$ cat src/rtl/press_decoder.sv
// Press decoder: synchronizes the debounced button pulse and classifies
// each press as single or double for lab-board step/run control.
module press_decoder #(
    parameter int WINDOW_CYCLES = 50_000_000,
    parameter int CNT_W         = 26
) (
    input  logic       clk,
    input  logic       rst_n,
    input  logic       press_in,
    output logic       single_press,
    output logic       double_press,
    output logic       step_en,
    output logic       run_mode,
    output logic [7:0] press_count,
    output logic       busy
);

    typedef enum logic {
        IDLE  = 1'b0,
        WAIT2 = 1'b1
    } state_t;

    localparam logic [CNT_W-1:0] LAST = CNT_W'(WINDOW_CYCLES - 1);

    logic             s1;
    logic             s2;
    logic             s3;
    logic             press_edge;
    state_t           state;
    logic [CNT_W-1:0] timer;

    // press_in comes from a divided clock, so treat it as asynchronous
    always_ff @(posedge clk or negedge rst_n) begin
        if (!rst_n) begin
            s1 <= 1'b0;
            s2 <= 1'b0;
            s3 <= 1'b0;
        end else begin
            s1 <= press_in;
            s2 <= s1;
            s3 <= s2;
        end
    end

    assign press_edge = s2 & ~s3;

    always_ff @(posedge clk or negedge rst_n) begin
        if (!rst_n) begin
            state        <= IDLE;
            timer        <= '0;
            single_press <= 1'b0;
            double_press <= 1'b0;
            step_en      <= 1'b0;
            run_mode     <= 1'b0;
            press_count  <= 8'd0;
            busy         <= 1'b0;
        end else begin
            single_press <= 1'b0;
            double_press <= 1'b0;
            step_en      <= 1'b0;

            if (press_edge) begin
                press_count <= press_count + 8'd1;
            end

            unique case (state)
                IDLE: begin
                    if (press_edge) begin
                        state <= WAIT2;
                        timer <= '0;
                        busy  <= 1'b1;
                    end
                end
                WAIT2: begin
                    timer <= timer + CNT_W'(1);
                    // an edge on the timeout cycle still counts as a double
                    if (press_edge) begin
                        double_press <= 1'b1;
                        run_mode     <= ~run_mode;
                        state        <= IDLE;
                        timer        <= '0;
                        busy         <= 1'b0;
                    end else if (timer == LAST) begin
                        single_press <= 1'b1;
                        step_en      <= ~run_mode;
                        state        <= IDLE;
                        timer        <= '0;
                        busy         <= 1'b0;
                    end
                end
                default: begin
                    state <= IDLE;
                    timer <= '0;
                    busy  <= 1'b0;
                end
            endcase
        end
    end

endmodule

$ cat config.mk
export PLATFORM = sky130hd
export DESIGN_NAME = press_decoder
export DESIGN_NICKNAME = d
export VERILOG_FILES = /design/src/rtl/press_decoder.sv
export SDC_FILE = /design/constraint.sdc
export NUM_CORES = 1
export LEC_CHECK = 0
export CAP_MARGIN = 5
export CORE_MARGIN = 2
export CORE_UTILIZATION = 33
export DETAILED_ROUTE_END_ITERATION = 16
export SYNTH_ARGS = -nofsm -noshare
export SYNTH_HDL_FRONTEND = slang
export SYNTH_SLANG_ARGS = --single-unit
$ cat constraint.sdc
create_clock -name clk -period 2.01 [get_ports clk]
set_input_delay 0.402 -clock clk [delete_from_list [all_inputs] [get_ports clk]]
set_output_delay 0.402 -clock clk [all_outputs]
set_load 0.02 [all_outputs]
==> out/results.ini, run 1 <==
[finish]
largest_register_ffs=26
final_layout_size_suffix_gt1_share_pct=18.8
final_common_cell=dfrtp_1
layout_common_cells=dfrtp_1, nand2_1, buf_4, a31oi_1, nor2_1
diodes=0
postLayoutCellArea_sq_um=2690
largest_registers=timer (26), press_count (8)
top_register=timer
fin_nets=265
syn_to_final_growth_pct=26.5

[run_status]
status=finished clean

[grt]
antenna_found_initial=0
grt_overflow_total=0
grt_pass1_vias=1753
grt_pass1_wl_mm=8.65
grt_usage_pct=15.3
grt_busiest_layer=met2
use_met1_pct=20.9
grt_max_degree=19
grtUsageMet2_pct=24.2
grt_util_met3_pct=3.44

[placement]
hpwl_mm=3.59
pre_cts_ws_ns=-0.0285
place.gp.congestion=0.790
placed_area_sq_um=2530
io_buffers=15

[synth]
syn_area_sq_um=2120
synth_async_sr_flop_share_pct=100
synth_edf_count=0
yosysTopAreaCell=dfrtp_1
synth-seq-cells=43
ys_warn_count=0
syn-instance-count=220
ys_seq_area_share_pct=50.6
synth_top_flop_cell=dfrtp_1
ys_types=34
syn_nets=225
ys_top_cells_by_area=dfrtp_1, nand2_1, a31oi_1, nand4_1, a21oi_1
postSynthAreaPerCell_sq_um=9.66
synth_top_cell_area_share_pct=50.6

[die]
coreArea_sq_um=6280
die_area_sq_um=7100
die_y_um=84.2
die_x_um=84.2
start_util_pct=33.8
rows=29
pin_count=16

[power_and_ir_drop]
powerDensity_nw_per_um2=831
leakagePower_nw=1.16
p_total_mw=2.23
vdd.ir_drop.worst_v=0.000380

[sta]
tightest_slew_ns=0.488
period_minus_slack_ns=1.99
setup_viol=0
fmax_ghz=0.504
worst_slew_margin_rel_pct=67.4
finalHoldViolCount=0
clock_skew_ns=0.0130
setup_ws_ns=0.0241
finalCritPeriodShare_pct=98.8
slew_viol_final=0
rsz0062_at_grt=yes

[clocking]
clock-root-buffer=clkbuf_8
worst_skew_pair.late_latency_ns=0.30
cts_sinks=43
postCtsHoldBufs=0
ctsHtreeMaxLevel=2
cts.reportedPaths.clkPinSlew_ns=0.09
cts_tree=yes
cts_made_buffers=5
cts_max_path_buffers=2

[hold_path]
hold_class=input pin to asynchronous set/reset pin

[route]
vias=1798
via_per_inst=5.34
drc_errors=0
avgRoutedWirePerCell_um=15.0
drtAntennaViolNets=0
dr.pass1.iters=4
finalWirelength_mm=5.05
drt_iter0_markers=90

[critical_path]
cp.arrival_ns=2.16
crit_required_ns=2.18
cp-end-kind=register
worst-setup-path-type=register to register
worst_setup_path_start_kind=register
critPathMaxFanout=9

[job]
cap_violations=0

## critical path, stage by stage (launching register included)
cell and delay (ns):
dfrtp_1 0.39, or4b_4 0.55, nor4_4 0.29, a21oi_4 0.16
and3_1 0.20, a221o_1 0.27
## final timing paths
check	cells past startpoint	startpoint	slack, ns	end
setup / recovery	5	timer[10]	0.02	timer[14]
min in group clk	0	s1	0.35	s2
hold / removal	1	rst_n	0.005	timer[20]
max in group asynchronous	2	rst_n	1.47	timer[2]
setup reg to reg	5	timer[10]	0.02	timer[14]
hold reg to reg	0	s1	0.35	s2
## logic make-up after synthesis
logic type,synth area share (%)
AOI/OAI and AO/OA,15.2
and+or+nand+nor,24.7
buffers and inverters,3.65
muxes,0.471
DFF,50.6
adders and majority gates,1.18
xor gates and xnor gates,4.12
## power breakdown
group	total, mW	switching, mW	internal [mW]	leakage (nW)
combinational	0.569	0.305	0.265	0.537
sequential	1.08	0.115	0.969	0.574
clock	0.579	0.303	0.277	0.0477
total	2.23	0.722	1.51	1.16
## synthesized netlist by cell type, types with 2 or more instances
library cell  number
xor2_1             5
nand3_1           12
ha_1               2
nand4_1           12
and2_1             4
nor4_1             3
nor4_4             2
a41oi_1            4
inv_1              4
nand2_1           31
xnor2_1            5
o21ai_0           10
dfrtp_1           43
clkbuf_1           5
a22o_1             2
nor3_1             4
a21oi_1           14
buf_2              2
nor2_1            15
a31oi_1           17
and3_1             4
nand2b_1           6
buf_6              3
## repair_timing
action                                  4_1_cts  5_1_grt
endpoints found under the setup margin        1       14
buffers inserted                              0        1
pin swaps                                     2        0
hold endpoints to repair                      0        0
resized for setup                             2        9
## metal layers
metal  part of all wire (%)  wire length [um]
met1                     49              2460
met2                     47              2370
met3                    2.9               148
met4                    1.5                74
met5                      0                 0
## metrics by stage
step                utilization (%)  instances  hold WS, ns  setup TNS (ns)
floorplan                         -        220        0.106               0
global route                   42.8        337       0.0282          -0.152
CTS                            41.8        336       0.0243               0
global placement               40.2        330        0.332               0
finish                         42.8        337      0.00475               0
detailed placement             40.2        330        0.336         -0.0285
## final cells by class
class                   instances  area [sq um]
fillers                       629          3590
flip-flops and latches         43          1080
multi-input cells             163          1040
repair buffers                 43           368
well taps                      77          96.3
clock buffers                   6          82.6
inverters                       4          15.0
clock inverters                 1          8.76
Note: power is estimated with default switching activity, not from simulation.
==> inputs of run 2 (changes only) <==
--- a/config.mk
+++ b/config.mk
@@ -5,9 +5,11 @@
 export SDC_FILE = /design/constraint.sdc
 export NUM_CORES = 1
 export LEC_CHECK = 0
+export ABC_AREA = 1
 export CAP_MARGIN = 5
-export CORE_MARGIN = 2
+export CORE_MARGIN = 3
 export CORE_UTILIZATION = 33
+export CTS_BUF_LIST = sky130_fd_sc_hd__clkbuf_16
 export DETAILED_ROUTE_END_ITERATION = 16
 export SYNTH_ARGS = -nofsm -noshare
 export SYNTH_HDL_FRONTEND = slang
==> out/results.ini, run 2 <==
[sta]
holdWs_ns=0.0551
worst_slew_margin_rel_pct=63.1
clock_skew_ns=0.00415
fmax_ghz=0.572
period_minus_slack_ns=1.75
setup_tns_ns=0
finalHoldViolCount=0
rsz0062_at_grt=no
setup_viol=0
slew_viol_final=0
tightest_slew_ns=0.553
finalCritPeriodShare_pct=86.9

[power_and_ir_drop]
power_frac_seq_pct=43.0
leakagePower_nw=1.37
intPower_mw=1.76
vdd.ir_drop.worst_v=0.000613
p_total_mw=2.51
swShare_pct=29.8
switchingPower_uw=747
power_frac_clock_pct=36.7
p_comb_share_pct=20.3
powerDensity_nw_per_um2=856

[synth]
syn_nets=337
synth_top_cell_area_share_pct=43.4
syn-instance-count=332
synth_async_sr_flop_share_pct=100
ys_warn_count=0
ys_types=28
yosysMostFrequentCell=nand2_1
postSynthAreaPerCell_sq_um=7.47
synth-seq-cells=43
synth_edf_count=0
synth_top_flop_cell=dfrtp_1
netlist_top_cells_count=nand2_1, nor2_1, dfrtp_1
ys_seq_area_share_pct=43.4
ys_top_cells_by_area=dfrtp_1, nand2_1, nor2_1, inv_1, xor2_1
syn_area_sq_um=2480
yosysTopAreaCell=dfrtp_1

[hold_path]
hold_class=input pin to asynchronous set/reset pin

[critical_path]
worst-setup-path-type=register to register
r2r_slack_ns=0.26
worst_setup_path_start_kind=register
critPathMaxFanout=15
r2r-start=timer[0]
crit_required_ns=2.15
reg2regPathDepth=8
cp-startpoint=timer[0]
reg2reg_to=busy
cp-end-kind=register
crit_path_end=busy
cp.arrival_ns=1.88

[finish]
final_common_cell=nand2_1
largest_registers=timer (26), press_count (8)
layout_common_cells=nand2_1, nor2_1, dfrtp_1, inv_1, nand3_1
syn_to_final_growth_pct=18.0
diodes=0
final_layout_size_suffix_gt1_share_pct=9.27
fin_nets=361
top_register=timer
n_fill_cell=747
largest_register_ffs=26

[placement]
hpwl_mm=4.30
io_buffers=15
place.gp.congestion=0.867

[clocking]
cts_max_path_buffers=2
ctsHtreeMaxLevel=2
worst_skew_pair.late_latency_ns=0.28
cts_tree=yes
cts_setup_buffers=0
cts_sinks=43
cts_made_buffers=5
clock-root-buffer=clkbuf_16
cts.reportedPaths.clkPinSlew_ns=0.06

[grt]
grt_overflow_total=0
grt_max_degree=21
grt_pass1_vias=2109
grt_usage_pct=14.6
antenna_found_initial=0
grt_pass1_wl_mm=10.1

[route]
drtAntennaViolNets=0
vias=2125
drc_errors=0
avgRoutedWirePerCell_um=12.7
finalWirelength_mm=5.75
drt_iter0_markers=103
via_per_inst=4.70
dr.pass1.iters=4

[die]
start_util_pct=35.2
coreArea_sq_um=7060
die_area_sq_um=8600
die_y_um=92.7
die_x_um=92.7
rows=30
pin_count=16

[job]
cap_violations=0

[run_status]
status=finished clean

## run 2: power by group through the flow
stage / Clock [mW] / Combinational, mW / Sequential [mW]
CTS: 0.933 / 0.515 / 1.07
finish: 0.920 / 0.509 / 1.08
global route: 0.969 / 0.564 / 1.09
global placement: 0 / 0.509 / 1.09
detailed placement: 0 / 0.510 / 1.09
floorplan: 0 / 0.213 / 1.16
## run 2: through the flow
stage               utilization (%)  area [sq um]  setup slack, ns  instances
floorplan                         -          2480            0.569        332
global placement               39.1          2760            0.129        445
detailed placement             39.1          2760           0.0678        445
CTS                            41.5          2930           0.0580        452
global route                   41.5          2930            0.135        452
finish                         41.5          2930            0.263        452
## run 2: what timing repair did
item | in CTS | in global routing
setup endpoints to repair | 0 | 12
hold buffers | 0 | 0
resized for setup | 0 | 1
hold endpoints to repair | 0 | 0
## run 2: logic make-up after synthesis
logic type	Yosys count	synth area share [%]
buf+inv	43	7.21
flops	43	43.4
fa+ha+maj	2	1.01
compound gates	20	4.54
xor+xnor	18	6.35
simple gates	206	37.5
## run 2: layer usage
| metal | part of all wire, % | up-vias | track usage [%] |
|---|---|---|---|
| met5 | 0 | - | 0 |
| met4 | 0.40 | 0 | 2.81 |
| met3 | 4.4 | 4 | 3.17 |
| met2 | 46 | 48 | 23.3 |
| met1 | 49 | 988 | 20.3 |
| li1 | - | 1085 | - |
## run 2: critical path: stages (launching register included)
cell and delay, ns:
dfrtp_1 0.41, ha_1 0.24, nand2_2 0.10, nor2_4 0.15, nand3_1 0.09, nor2_1 0.12
nand2_1 0.08, nand2_2 0.26, a21boi_0 0.16
## run 2: worst min path at each step
stage                     start  slack (ns)         to
after floorplan           rst_n        0.11       busy
after global placement       s1        0.33         s2
after detailed placement     s1        0.34         s2
after CTS                 rst_n        0.07  timer[13]
after global routing      rst_n        0.09   timer[6]
final                     rst_n        0.06  timer[12]
## run 2: layout make-up
cell class	count	area (sq um)	share of cell area [%]
clock buffers	5	125	4.27
well taps	96	120	4.10
clock inverters	2	37.5	1.28
inverters	38	143	4.87
multi-input cells	246	1230	42.0
repair buffers	22	198	6.75
flip-flops and latches	43	1080	36.8
